## src/rtl/reg_arb_pkg.sv

```systemverilog
// Shared constants and helpers for the reg_arb round-robin write arbiter.
// Optional feature macro: REG_ARB_LOCK_EN (burst lock for the current owner).
package reg_arb_pkg;

    localparam int unsigned N_DEF         = 4;
    localparam int unsigned W_DEF         = 8;
    localparam int unsigned MAX_BURST_DEF = 4;

    // Upper bound on requesters; onehot() is sized for it and sliced by the user
    localparam int unsigned MAX_N    = 16;
    localparam int unsigned MAX_IDXW = 4;

    // Index width for n requesters (never below one bit)
    function automatic int unsigned idx_w(input int unsigned n);
        return (n < 2) ? 1 : $clog2(n);
    endfunction

    localparam int unsigned IDXW_DEF = idx_w(N_DEF);

    // One-hot decode of a requester index
    function automatic logic [MAX_N-1:0] onehot(input logic [MAX_IDXW-1:0] idx);
        logic [MAX_N-1:0] v;
        v      = '0;
        v[idx] = 1'b1;
        return v;
    endfunction

endpackage

```

## src/rtl/rr_pick.sv

```systemverilog
// Combinational rotating-priority picker: first set bit of req & ~excl,
// scanning ptr, ptr+1, ... modulo N.
module rr_pick #(
    parameter int unsigned N    = 4,
    parameter int unsigned IDXW = 2
) (
    input  logic [N-1:0]    req,
    input  logic [IDXW-1:0] ptr,
    input  logic [N-1:0]    excl,
    output logic            found,
    output logic [IDXW-1:0] idx
);

    logic [N-1:0]    cand;
    logic [IDXW-1:0] pos;

    assign cand = req & ~excl;

    // Scan from farthest to nearest so the nearest candidate to ptr wins
    always_comb begin
        found = 1'b0;
        idx   = '0;
        pos   = '0;
        for (int k = N - 1; k >= 0; k--) begin
            pos = IDXW'((32'(ptr) + 32'(k)) % N);
            if (cand[pos]) begin
                found = 1'b1;
                idx   = pos;
            end
        end
    end

endmodule

```

## src/rtl/reg_arb.sv

```systemverilog
// Round-robin write arbiter for one shared W-bit register.
// Optional feature macro: REG_ARB_LOCK_EN adds the lock port and burst hold.
module reg_arb
    import reg_arb_pkg::*;
#(
    parameter int unsigned N         = N_DEF,
    parameter int unsigned W         = W_DEF,
    parameter int unsigned MAX_BURST = MAX_BURST_DEF
) (
    input  logic                  clk,
    input  logic                  n_rst,
    input  logic [N-1:0]          req,
    input  logic [N*W-1:0]        wdata,
`ifdef REG_ARB_LOCK_EN
    input  logic [N-1:0]          lock,
`endif
    output logic [N-1:0]          gnt,
    output logic [W-1:0]          q,
    output logic [idx_w(N)-1:0]   q_owner,
    output logic                  q_valid
);

    localparam int unsigned IDXW = idx_w(N);

    if (N < 2 || N > MAX_N || MAX_BURST < 1) begin : g_cfg_err
        $error("reg_arb: unsupported N or MAX_BURST");
    end

    logic [IDXW-1:0] ptr;
    logic [N-1:0]    excl_c;
    logic            pick_found;
    logic [IDXW-1:0] pick_idx;
    logic            win_c;
    logic            rot_c;
    logic [IDXW-1:0] win_idx_c;
    logic [IDXW-1:0] ptr_nxt_c;
    logic [W-1:0]    win_data_c;

`ifdef REG_ARB_LOCK_EN
    localparam int unsigned BW = $clog2(MAX_BURST + 1);

    logic [BW-1:0] bcnt;
    logic          own_hold_c;
    logic          lock_win_c;

    // Last cycle's owner still requesting with lock held
    assign own_hold_c = |(gnt & req & lock);
    assign lock_win_c = own_hold_c && (bcnt < BW'(MAX_BURST));
    // Owner that exhausted its burst sits out this one selection
    assign excl_c     = (own_hold_c && !lock_win_c) ? gnt : '0;
`else
    assign excl_c = '0;
`endif

    rr_pick #(
        .N    (N),
        .IDXW (IDXW)
    ) u_pick (
        .req   (req),
        .ptr   (ptr),
        .excl  (excl_c),
        .found (pick_found),
        .idx   (pick_idx)
    );

    // Winner selection: lock hold overrides rotation; excluded owner is a fallback
    always_comb begin
        win_c     = pick_found;
        rot_c     = pick_found;
        win_idx_c = pick_idx;
`ifdef REG_ARB_LOCK_EN
        if (lock_win_c) begin
            win_c     = 1'b1;
            rot_c     = 1'b0;
            win_idx_c = q_owner;
        end else if (!pick_found && own_hold_c) begin
            win_c     = 1'b1;
            rot_c     = 1'b1;
            win_idx_c = q_owner;
        end
`endif
        ptr_nxt_c  = (win_idx_c == IDXW'(N - 1)) ? '0 : win_idx_c + IDXW'(1);
        win_data_c = wdata[32'(win_idx_c) * W +: W];
    end

    // Shared register, owner tag, grant and rotation pointer
    always_ff @(posedge clk or negedge n_rst) begin
        if (!n_rst) begin
            q       <= '0;
            q_owner <= '0;
            q_valid <= 1'b0;
            gnt     <= '0;
            ptr     <= '0;
        end else if (win_c) begin
            q       <= win_data_c;
            q_owner <= win_idx_c;
            q_valid <= 1'b1;
            gnt     <= N'(onehot(MAX_IDXW'(win_idx_c)));
            if (rot_c) begin
                ptr <= ptr_nxt_c;
            end
        end else begin
            gnt <= '0;
        end
    end

`ifdef REG_ARB_LOCK_EN
    // Burst counter: restarts on a rotation grant, counts locked repeats
    always_ff @(posedge clk or negedge n_rst) begin
        if (!n_rst) begin
            bcnt <= '0;
        end else if (win_c) begin
            bcnt <= rot_c ? BW'(1) : bcnt + BW'(1);
        end
    end
`endif

endmodule

```

## config.mk

```make
export PLATFORM = sky130hd
export DESIGN_NAME = reg_arb
export DESIGN_NICKNAME = d
export VERILOG_FILES = /design/src/rtl/reg_arb_pkg.sv /design/src/rtl/rr_pick.sv /design/src/rtl/reg_arb.sv
export SDC_FILE = /design/constraint.sdc
export NUM_CORES = 1
export LEC_CHECK = 0
export BUFFER_PORTS_ARGS = -buffer_cell sky130_fd_sc_hd__buf_2
export CAP_MARGIN = 20
export CELL_PAD_IN_SITES_DETAIL_PLACEMENT = 1
export CELL_PAD_IN_SITES_GLOBAL_PLACEMENT = 2
export CORE_ASPECT_RATIO = 2
export CORE_MARGIN = 3
export CORE_UTILIZATION = 23
export CTS_BUF_LIST = sky130_fd_sc_hd__clkbuf_16
export CTS_CLUSTER_SIZE = 12
export DETAILED_ROUTE_END_ITERATION = 12
export PLACE_DENSITY_LB_ADDON = 0.1
export REMOVE_ABC_BUFFERS = 1
export SYNTH_ARGS = -nofsm -noshare
export SYNTH_HDL_FRONTEND = slang
export SYNTH_SLANG_ARGS = --single-unit
```

## constraint.sdc

```tcl
create_clock -name clk -period 1.72 [get_ports clk]
set_input_delay 0.172 -clock clk [delete_from_list [all_inputs] [get_ports clk]]
set_output_delay 0.172 -clock clk [all_outputs]
set_load 0.005 [all_outputs]
```

* Word level (Yosys, flattened, before mapping) *
Index checks and enable logic that the tools add are counted.

cells by class
  magnitude comparators = 6
  shifts and indexed selects = 1
  reductions and logical operators = 1
  equal/unequal tests = 1
  add/sub/neg operators = 4
  muxes and demuxes = 20

operators with widths
  kind                   number
  $shiftx A32 B6 Y8      1
  $lt A2 B3 Y1 const B   4
  $mux W2                5
  $mux W1                9
  $bmux W1 S2            4
  $lt A2 B5 Y1 const B   1
  $add A2 B1 Y2 const B  2
  $add A2 B2 Y2 const B  2
  $mux W4                1
  $demux W1 S2           1
  $eq A2 B2 Y1 const B   1
  $ge A2 B1 Y1 const B   1
  $logic_and A1 B1 Y1    1

word-level totals
  register bits after elaboration = 17
  word-level logic and storage cells = 38
  input port bits = 38
  output and inout bits = 15

* Logic depth before layout (Yosys ltp) *
  depth after elaboration = 12
  gate-level depth with buffers = 7
  depth with buffers taken out = 5

* Hierarchy *
From an unflattened synthesis, not the netlist that was laid out.

second synthesis, totals
  cell total of the unflattened synthesis = 89
  area, all modules = 1027.2 um^2

modules (own cells, without submodules)
  module   times used  area an instance (um^2)  sequential area each (um^2)  cells an instance
  reg_arb  1           909.6                    425.4                        74
  rr_pick  1           117.6                    0.0                          15

* Worst setup path after synthesis *
No wires, ideal clock.

  kind = register -> register
  start = register ptr[1]
  end = register q[5]
  clock period less this slack = 1.874 ns
  buffers on the path = 2
  setup slack = -0.154 ns
  required time = 1.596 ns
  stages on the path, launching flop included = 8
  library setup time = 0.124 ns
  data arrival time = 1.750 ns
  cells stage by stage = dfrtp_1 > buf_6 > mux2_4 > o221ai_4 > buf_6 > mux2i_1 > nor2_1 > a211o_1

between the ends
  longest elaborated chain between the ends = 8
  elaborated cells on any way between the ends = 20
  those cells by class = 3 x add/sub; 1 x shift; 16 x mux

ends and longest elaborated chain
  item                           RTL line        RTL
  start: declaration             reg_arb.sv:29   logic [IDXW-1:0] ptr;
  start signal: assignment       reg_arb.sv:100  ptr <= ptr_nxt_c;
  $add A2 B2 Y2                  rr_pick.sv:25   pos = IDXW'((32'(ptr) + 32'(k)) % N);
  $bmux W1 S2                    rr_pick.sv:26   if (cand[pos]) begin
  $mux W1 (not written as such)  rr_pick.sv:26
  $mux W2 (4 in a row)           rr_pick.sv:26
  $shiftx A32 B6 Y8              reg_arb.sv:83   win_data_c = wdata[32'(win_idx_c) * W +: W];
  end signal: assignment         reg_arb.sv:95   q <= win_data_c;
  end: declaration               reg_arb.sv:18   output logic [W-1:0] q,

Several ways; a longest one is shown, not always the timed one. The select of a mux whose other input is x is not followed.
A chain may end at the register's enable or synchronous reset.

* Worst setup path after layout *
  start = register ptr[1]
  end = register q[6]

The elaborated chain is that of the path after synthesis.

==> flow_summary_export.csv <==
group,metric,value,unit
floorplanning,rows,33,
worst_setup_path,crit_arrival,1970,ps
logic_synthesis,netlist_top_cells_count,"dfrtp_1, nor2_1, o22ai_1",
worst_setup_path,worstSetupEndpointType,"flop",
logic_synthesis,synth_top_area_share,42.8,%
power_and_ir_drop,p_per_area,1390,nW/um^2
placement,gp_congestion,0.721,
route,first_iter_violations,6,
cells_and_area,num-nets-final,199,
global_route,grt_pass1_vias,1127,
cells_and_area,n_antenna_cell,0,
worst_setup_path,crit_path_max_fanout,6,
outcome,status,"finished, violations left",
logic_synthesis,yosysWarnings,0,
logic_synthesis,synth-async-reset-ratio,100,%
placement,dp_hpwl,2370,um
min_path,hold_depth,3,
route,wl_per_cell,14.9,um
cells_and_area,fillerInstances,499,
route,firstDrtPassIters,3,
placement,place_inst,202,
logic_synthesis,ys_seq_area_share,42.8,%
logic_synthesis,ys_types,27,
timing,hold_slack,226,ps
worst_setup_path,critPathTopFamily,"simple AND/OR/NAND/NOR gates",
cells_and_area,fin_cells,212,
worst_setup_path,max_stage_delay,400,ps
worst_setup_path,worstReg2RegStart,"ptr[1]",
global_route,gr-total-overflow,0,
floorplanning,coreArea,4130,sq um
logic_synthesis,syn_inst,91,
global_route,grt_usage,13.1,%
floorplanning,die_area,5200,sq um
timing,rsz0062_at_grt,"true",
timing,finalSetupViolations,8,
cts,htreeDepth,1,
worst_setup_path,reg2reg_slack,-120,ps
timing,maxSlewHeadroom,73.4,%
cts,cts_tree,"built",
timing,slew_viol_final,0,
min_path,min_from,"wdata[14]",
route,drc,0,
route,vias,990,
floorplanning,die_h,99,um
cts,root_buffer,"clkbuf_16",
logic_synthesis,yosysTopAreaCell,"dfrtp_1",
logic_synthesis,syn_area_per_cell,10.9,sq um
logic_synthesis,ys_seq_elements,17,
worst_setup_path,start_kind,"flop",
floorplanning,pin_count,53,
worst_setup_path,crit_start,"ptr[1]",
route,vias_per_cell,4.67,
floorplanning,initial_core_util,24.1,%
timing,tightest_slew,398,ps
floorplanning,die_x,52.5,um
cts,cts_made_buffers,3,
cells_and_area,syn2layout_area_growth,60.6,%
min_path,hp-class,"primary input to flop",
power_and_ir_drop,max-vdd-ir-drop,610,uV
timing,finalCritPeriodShare,107,%
placement,io_buffers,52,
worst_setup_path,r2r_cells,7,
route,antenna_left,0,
power_and_ir_drop,power.leakage,0.800,nW
worst_setup_path,crit_slowest_cell,"dfrtp_1",
cts,clk_path_buf_depth,2,
global_route,grt_max_degree,18,
logic_synthesis,yosys_most_used_dff,"dfrtp_1",
logic_synthesis,syn_area,995,sq um
logic_synthesis,synth_area_leaders,"dfrtp_1, mux2i_1, mux2_1",
cts,clkSlewWorstSetupHoldPaths,50,ps
power_and_ir_drop,total_power,2.22,mW
worst_setup_path,path_class,"flop to flop",
global_route,grt_pass1_wl,5000,um
worst_setup_path,required,1850,ps
timing,finalWorstSetupSlack,-117,ps
global_route,antenna_found_initial,0,
logic_synthesis,synth_edf_count,0,
route,wl,3150,um
outcome,violations,"setup timing",
worst_setup_path,worstReg2RegEnd,"q[6]",
timing,final.setup.tns,-721,ps
cells_and_area,drive_gt1_share,61.3,%
cts,cts.sinks,17,
worst_setup_path,path_cells,"buf_6 -> or3b_4 -> o221ai_4 -> buf_12 -> mux2_4 -> o22ai_2 -> nor3_2",
min_path,whs_endpoint,"q[6]",
worst_setup_path,path_buf_inv,2,
timing,max_freq,544,MHz
logic_synthesis,yosysMostFrequentCell,"dfrtp_1",
run,maxCapViolCount,0,
timing,fin_crit,1840,ps
timing,finClkSkew,3.48,ps
cts,insertion_delay,250,ps
timing,finalHoldViolations,0,
## flip-flops by register name, indices dropped and copies added (netlist names)
register,flops
gnt,4
ptr,2
q,8
q_owner,2
q_valid,1
## power by group
group	leakage, nW	total [mW]	internal, mW	switching (mW)
logic	0.559	1.11	0.631	0.483
clock network	0.0409	0.465	0.311	0.154
registers	0.200	0.645	0.553	0.0925
## what timing repair did
| action | in CTS | in global routing |
|---|---|---|
| endpoints found under the setup margin | 11 | 9 |
| buffers inserted | 4 | 1 |
| gates resized for setup | 15 | 0 |
| pin swaps | 3 | 7 |
| gates cloned | 1 | 0 |
| endpoints found under the hold margin | 17 | 0 |
| hold buffers | 1 | 0 |
## final cells by class
type                            instances  area, sq um  share of cell area [%]
Timing Repair Buffer                   70          443                    27.7
Clock buffer                            3         75.1                    4.70
Sequential cell                        17          425                    26.6
Tap cell                               52         65.1                    4.07
Multi-Input combinational cell         67          577                    36.1
Clock inverter                          1         5.00                   0.313
Inverter                                2         7.51                   0.470
## worst max-delay path by stage
stage	to	depth (start not counted)
global route	q[0]	7
CTS	q[5]	8
finish	q[6]	7
global placement	q[3]	5
floorplan	q[6]	5
detailed placement	q[6]	5
## worst reg2reg max path, stage by stage (launching register included)
cell      delay (ps)
dfrtp_1          400
buf_6            130
or3b_4           400
o221ai_4         110
buf_12           170
mux2_4           300
o22ai_2          150
nor3_2            50
## metal layers
layer  global-route usage [%]  vias up  wire length, um
met5                        0        -                0
met1                     12.3      481             1040
met4                     6.50        0               72
li1                         -      469                -
met3                     3.33        4              231
met2                     24.5       36             1800
## cells by family (layout without fill, tap and decap cells)
family	Yosys count	in the layout	share of synthesized area [%]
buffers and inverters	7	76	5.03
multiplexers	12	12	13.2
AND/OR/NAND/NOR	37	37	23.5
AO/OA/AOI/OAI	18	18	15.5
flip-flops	17	17	42.8
## per-stage QoR
stage | area [sq um] | util [%] | setup WS, ps
2_1_floorplan | 952 | - | -273
3_3_place_gp | 1380 | 33.4 | -236
3_5_place_dp | 1380 | 33.4 | -281
4_1_cts | 1620 | 39.2 | -107
5_1_grt | 1600 | 38.7 | -187
6_report | 1600 | 38.7 | -117
## cells in the final DEF (no fill, tap or decap), types with 4 or more instances in the layout
cell,netlist,final
nor3b_2,4,5
mux2i_1,6,6
nor3_2,5,5
mux2_4,1,6
nand2_1,6,6
buf_4,0,12
a211o_1,4,4
nor3_1,5,5
buf_2,1,52
nor2_1,10,10
o22ai_2,1,6
dfrtp_1,17,17
Power figures use the tool's default switching activity.
